File: config.mk
export PLATFORM = sky130hd
export DESIGN_NAME = sum_uart_tx_flat
export DESIGN_NICKNAME = d
export VERILOG_FILES = /design/src/rtl/sum_uart_tx_if.sv /design/src/rtl/sum_uart_tx.sv /design/src/flat_wrapper.sv
export SDC_FILE = /design/constraint.sdc
export NUM_CORES = 1
export LEC_CHECK = 0
export CORE_ASPECT_RATIO = 1.25
export CORE_MARGIN = 10
export CORE_UTILIZATION = 45
export CTS_CLUSTER_SIZE = 14
export DETAILED_ROUTE_END_ITERATION = 6
export GPL_TIMING_DRIVEN = 0
export PLACE_DENSITY = 0.69
export SETUP_SLACK_MARGIN = 0.5
export SLEW_MARGIN = 20
export SYNTH_ARGS = -nofsm -noshare
export SYNTH_HDL_FRONTEND = slang
export SYNTH_SLANG_ARGS = --single-unit
File: constraint.sdc
create_clock -name clk -period 1.77 [get_ports clk]
set_input_delay 0.177 -clock clk [delete_from_list [all_inputs] [get_ports clk]]
set_output_delay 0.177 -clock clk [all_outputs]
set_load 0.005 [all_outputs]
File: src/rtl/sum_uart_tx_if.sv
// Operand/strobe inputs and serial-line status outputs of sum_uart_tx.
// The master drives the operands and start; the slave (transmitter) drives tx and its flags.
interface sum_uart_tx_if;
    logic [7:0] a;
    logic [7:0] b;
    logic       start;
    logic       tx;
    logic       busy;
    logic       done;
    logic       carry;

    modport master (
        output a, b, start,
        input  tx, busy, done, carry
    );

    modport slave (
        input  a, b, start,
        output tx, busy, done, carry
    );
endinterface

File: src/rtl/sum_uart_tx.sv
// Serialises a+b LSB-first as a start/8 data/[parity]/stop frame; parity bit when SUM_TX_PARITY_EN is defined.
// tx goes low one cycle after an accepted start; start while busy is dropped, not queued.
module sum_uart_tx #(
    parameter int CLKS_PER_BIT = 16
) (
    input  logic         clk,
    input  logic         rst,
    sum_uart_tx_if.slave bus
);

    localparam int            CW        = $clog2(CLKS_PER_BIT);
    localparam logic [CW-1:0] BAUD_LAST = CW'(CLKS_PER_BIT - 1);

    typedef enum logic [2:0] {
        S_IDLE,
        S_START,
        S_DATA,
`ifdef SUM_TX_PARITY_EN
        S_PARITY,
`endif
        S_STOP
    } state_t;

    state_t        state_q, state_d;
    logic [CW-1:0] baud_q, baud_d;
    logic [2:0]    bit_q, bit_d;
    logic [7:0]    shift_q, shift_d;
    logic          tx_q, tx_d;
    logic          busy_q, busy_d;
    logic          done_q, done_d;
    logic          carry_q, carry_d;
`ifdef SUM_TX_PARITY_EN
    // Parity is captured at latch time because the shift register is consumed by DATA.
    logic          par_q, par_d;
`endif

    logic [8:0] sum;
    logic       baud_end;

    assign sum      = {1'b0, bus.a} + {1'b0, bus.b};
    assign baud_end = (baud_q == BAUD_LAST);

    always_ff @(posedge clk or posedge rst) begin
        if (rst) begin
            state_q <= S_IDLE;
            baud_q  <= '0;
            bit_q   <= '0;
            shift_q <= '0;
            tx_q    <= 1'b1;
            busy_q  <= 1'b0;
            done_q  <= 1'b0;
            carry_q <= 1'b0;
`ifdef SUM_TX_PARITY_EN
            par_q   <= 1'b0;
`endif
        end else begin
            state_q <= state_d;
            baud_q  <= baud_d;
            bit_q   <= bit_d;
            shift_q <= shift_d;
            tx_q    <= tx_d;
            busy_q  <= busy_d;
            done_q  <= done_d;
            carry_q <= carry_d;
`ifdef SUM_TX_PARITY_EN
            par_q   <= par_d;
`endif
        end
    end

    always_comb begin
        state_d = state_q;
        baud_d  = baud_q;
        bit_d   = bit_q;
        shift_d = shift_q;
        tx_d    = tx_q;
        busy_d  = busy_q;
        done_d  = 1'b0;
        carry_d = carry_q;
`ifdef SUM_TX_PARITY_EN
        par_d   = par_q;
`endif
        case (state_q)
            S_IDLE: begin
                tx_d = 1'b1;
                if (bus.start) begin
                    state_d = S_START;
                    baud_d  = '0;
                    bit_d   = '0;
                    shift_d = sum[7:0];
                    carry_d = sum[8];
`ifdef SUM_TX_PARITY_EN
                    par_d   = ^sum[7:0];
`endif
                    tx_d    = 1'b0;
                    busy_d  = 1'b1;
                end
            end
            S_START: begin
                if (baud_end) begin
                    state_d = S_DATA;
                    baud_d  = '0;
                    tx_d    = shift_q[0];
                end else begin
                    baud_d = baud_q + CW'(1);
                end
            end
            S_DATA: begin
                if (baud_end) begin
                    baud_d  = '0;
                    shift_d = shift_q >> 1;
                    if (bit_q == 3'd7) begin
`ifdef SUM_TX_PARITY_EN
                        state_d = S_PARITY;
                        tx_d    = par_q;
`else
                        state_d = S_STOP;
                        tx_d    = 1'b1;
`endif
                    end else begin
                        bit_d = bit_q + 3'd1;
                        tx_d  = shift_q[1];
                    end
                end else begin
                    baud_d = baud_q + CW'(1);
                end
            end
`ifdef SUM_TX_PARITY_EN
            S_PARITY: begin
                if (baud_end) begin
                    state_d = S_STOP;
                    baud_d  = '0;
                    tx_d    = 1'b1;
                end else begin
                    baud_d = baud_q + CW'(1);
                end
            end
`endif
            S_STOP: begin
                if (baud_end) begin
                    state_d = S_IDLE;
                    baud_d  = '0;
                    tx_d    = 1'b1;
                    busy_d  = 1'b0;
                    done_d  = 1'b1;
                end else begin
                    baud_d = baud_q + CW'(1);
                end
            end
            default: begin
                state_d = S_IDLE;
                tx_d    = 1'b1;
                busy_d  = 1'b0;
            end
        endcase
    end

    assign bus.tx    = tx_q;
    assign bus.busy  = busy_q;
    assign bus.done  = done_q;
    assign bus.carry = carry_q;

endmodule

File: src/flat_wrapper.sv
// flat-port wrapper written by rule: the top's interface ports become plain ports
module sum_uart_tx_flat 
#(
    parameter int CLKS_PER_BIT = 16
)
  (clk, rst, bus_a, bus_b, bus_start, bus_tx, bus_busy, bus_done, bus_carry);
  sum_uart_tx_if bus_i ();
  input  logic clk;
  input  logic rst;
  input wire logic [$bits(bus_i.a)-1:0] bus_a;
  input wire logic [$bits(bus_i.b)-1:0] bus_b;
  input wire logic [$bits(bus_i.start)-1:0] bus_start;
  output wire logic [$bits(bus_i.tx)-1:0] bus_tx;
  output wire logic [$bits(bus_i.busy)-1:0] bus_busy;
  output wire logic [$bits(bus_i.done)-1:0] bus_done;
  output wire logic [$bits(bus_i.carry)-1:0] bus_carry;
  assign bus_i.a = bus_a;
  assign bus_i.b = bus_b;
  assign bus_i.start = bus_start;
  assign bus_tx = bus_i.tx;
  assign bus_busy = bus_i.busy;
  assign bus_done = bus_i.done;
  assign bus_carry = bus_i.carry;
  sum_uart_tx #(.CLKS_PER_BIT(CLKS_PER_BIT)) u_core (.clk(clk), .rst(rst), .bus(bus_i));
endmodule
==> results.txt <==
I/O pin count = 23
Commonest cells after routing, fill and taps aside = 19 x buf_4, 19 x dfrtp_1, 10 x a21oi_1, 10 x ha_4, 8 x o21ai_0
FF+latch area = 528 sq um
Overall routing resource usage = 12.9%
Synth Area in Compound Gates = 23.6%
Setup CP Type = reg -> reg
Slew HR = 46.8%
Worst path max stage delay = 470 ps
EDFF count, synth = 0
Die height = 82.6 um
Gate count of the mapped netlist = 149
Period utilization = 90.8%
CTS tree = done
Synth Register Bits = 21
# diodes = 0
Fin area = 0.00216 sq mm
Num CTS Buffers = 3
Area occupied by multi-input gates = 0.00111 sq mm
Synth Area in Simple Gates = 16.3%
Vias post-DR = 1294
Leak Pwr = 0.964 nW
CP Capture Type = flop
Root Buffer = clkbuf_4
Share of cells above drive strength 1 = 44.1%
Core area = 0.00297 sq mm
Post-synth top flop = dfrtp_1
Worst setup margin = 163 ps
Fill count = 225
P per Cell Area = 1510 mW/mm^2
Post-DR vias/cell = 5.60
Post-route antenna net violation count = 0
Arrival time worst endpoint = 1860 ps
Starting density of the core = 47.4%
Remaining DRCs = 0
Min-delay worst type = in -> reg
DR iter-0 viols = 79
Final Util = 72.6%
Area leader, netlist = dfrtp_1
Placer Congestion = 0.746
Max-cap viol count = 0
Post-cts hold buffer count = 0
CP max stage cell = dfrtp_2
Top-area cell type share of the netlist area = 35.5%
Post-Synth Adder-Cell Area = 15.6%
Minimum clock period after layout = 1610 ps
Layout area overhead = 53.1%
Row count = 22
Vias in the first global route = 1409
Final Hold Fails = 0
Clock sink count = 21
Grt ovf = 0
DIE AREA = 0.00578 sq mm
Worst Tran Pin Value = 797 ps
CP Cell Sequence = ha_4 > buf_4 > a211o_4 > nor3b_2 > mux2i_1 > nand3_1
PortBufs = 22
Synth Net Count = 185
VDD IR-drop max = 0.853 mV
DP Area = 0.00172 sq mm
Final net count = 232
Status = finished clean
Ys async rst share = 100%
Sequential share of the synthesized area = 37.4%
CTS clk-pin slew, worst paths = 130 ps
Data required time at the worst endpoint = 2030 ps
Warning count from the yosys run = 0
Place WS = -306 ps
Main combinational cell family by area after synthesis = compound AO/OA/AOI/OAI gates
Clock Latency Late Sink = 310 ps
H-tree depth reported by CTS = 1
First-pass DRT Iterations = 4
RSZ-0062 raised after global routing = true
Routed WL per cell = 16.2 um
Synth area leaders = dfrtp_1 36%, ha_1 14%, a21oi_1 4.3%
CTS max path bufs = 2
Syn_area_per_cell = 9.46 sq um
Crit start category = flop
Dpl hpwl = 2490 um
Skew final = 3.67 ps
Final setup fails = 0
Synth Cell Area = 0.00141 sq mm
Drt total wl = 3740 um
Initial antenna violation count = 0
Unique masters post-synth = 45
First-pass GRT wire length = 6200 um
XOR/XNOR Fraction of Synth Area = 0.622%
Die W = 70.0 um
Critical Path Fanout Max = 5
Largest net degree at the start of global routing = 22
Achievable Freq = 622 MHz
Fin. max-slew vios = 0
Post-synthesis mux area share = 2.22%
## where the power goes
group / internal [mW] / switching, mW / total [mW] / leakage (nW)
logic: 1.10 / 1.03 / 2.13 / 0.686
registers: 0.702 / 0.171 / 0.873 / 0.260
clock network: 0.0844 / 0.162 / 0.247 / 0.0177
total: 1.88 / 1.37 / 3.25 / 0.964
## what timing repair did
item                       4_1_cts  5_1_grt
setup endpoints to repair       24       19
setup buffers                   16        3
resized for setup               72       24
pin swaps                       24       10
cloned                           1        0
## cell families (layout without fill, tap and decap cells)
family / Yosys count / after routing
AOI/OAI and AO/OA: 49 / 49
and+or+nand+nor: 45 / 45
DFF: 21 / 21
adders and majority gates: 17 / 17
buffers and inverters: 13 / 59
muxes: 3 / 3
xor gates and xnor gates: 1 / 1
## stage by stage
step                      cells  hold slack (ps)  total power, mW  setup TNS, ps
after floorplan             149              153             1.80              0
after global placement      207              461             2.10          -1350
after detailed placement    207              460             2.17          -1840
after CTS                   228              251             2.93              0
after global routing        231              251             3.51              0
final                       231              251             3.25              0
## sequential cells by signal, indices dropped and copies added, names as in the netlist
| register | count |
|---|---|
| u_core.baud_q | 4 |
| u_core.bus.carry | 1 |
| u_core.bus.tx | 1 |
| u_core.bit_q | 3 |
| u_core.shift_q | 8 |
| u_core.bus.done | 1 |
| u_core.state_q | 2 |
| u_core.bus.busy | 1 |
## cell type report
cell class / count / area share (%)
multi-input combinational: 115 / 51.5
sequential: 21 / 24.5
timing repair buffer: 42 / 17.2
tap: 36 / 2.09
buffer: 4 / 1.91
inverter: 9 / 1.57
clock buffer: 3 / 1.04
clock inverter: 1 / 0.232
## Yosys cell counts (all sizes together), types with 2 or more instances
cell	instances
mux2i	2
buf	3
nand2b	3
o31ai	3
a22o	2
o21a	2
and2	2
nor2b	3
nor3	6
nor2	8
a31oi	2
o21ai	14
nand3	4
a211oi	5
ha	16
inv	9
dfrtp	20
nand2	13
a21oi	12
## per-layer routing
metal	share of wire (%)	global-route usage [%]	up-vias
met2	54	25.8	29
met1	41	13.1	629
li1	-	-	632
met4	2.0	6.52	0
met3	2.5	1.19	4
met5	0	0	-
## final timing paths
| kind | depth (start not counted) | to | start | slack [ps] |
|---|---|---|---|---|
| hold / removal | 4 | u_core.shift_q[0] | bus_b[0] | 250 |
| max in group asynchronous | 2 | u_core.state_q[1] | rst | 930 |
| min in group asynchronous | 2 | u_core.baud_q[0] | rst | 300 |
| hold reg to reg | 2 | u_core.bus.tx | u_core.bus.tx | 490 |
| setup reg to reg | 6 | u_core.shift_q[6] | u_core.state_q[1] | 160 |
| setup / recovery | 6 | u_core.shift_q[6] | u_core.state_q[1] | 160 |
## worst max-delay path, delay by kind of cell (launching register included)
kind	cells	cell delay (ps)
adder cells (fa/ha/maj)	1	200
AO/OA/AOI/OAI	1	350
multiplexers	1	100
buffers and inverters	1	140
AND/OR/NAND/NOR	2	300
flip-flops	1	470
(Power assumes the default switching activity.)
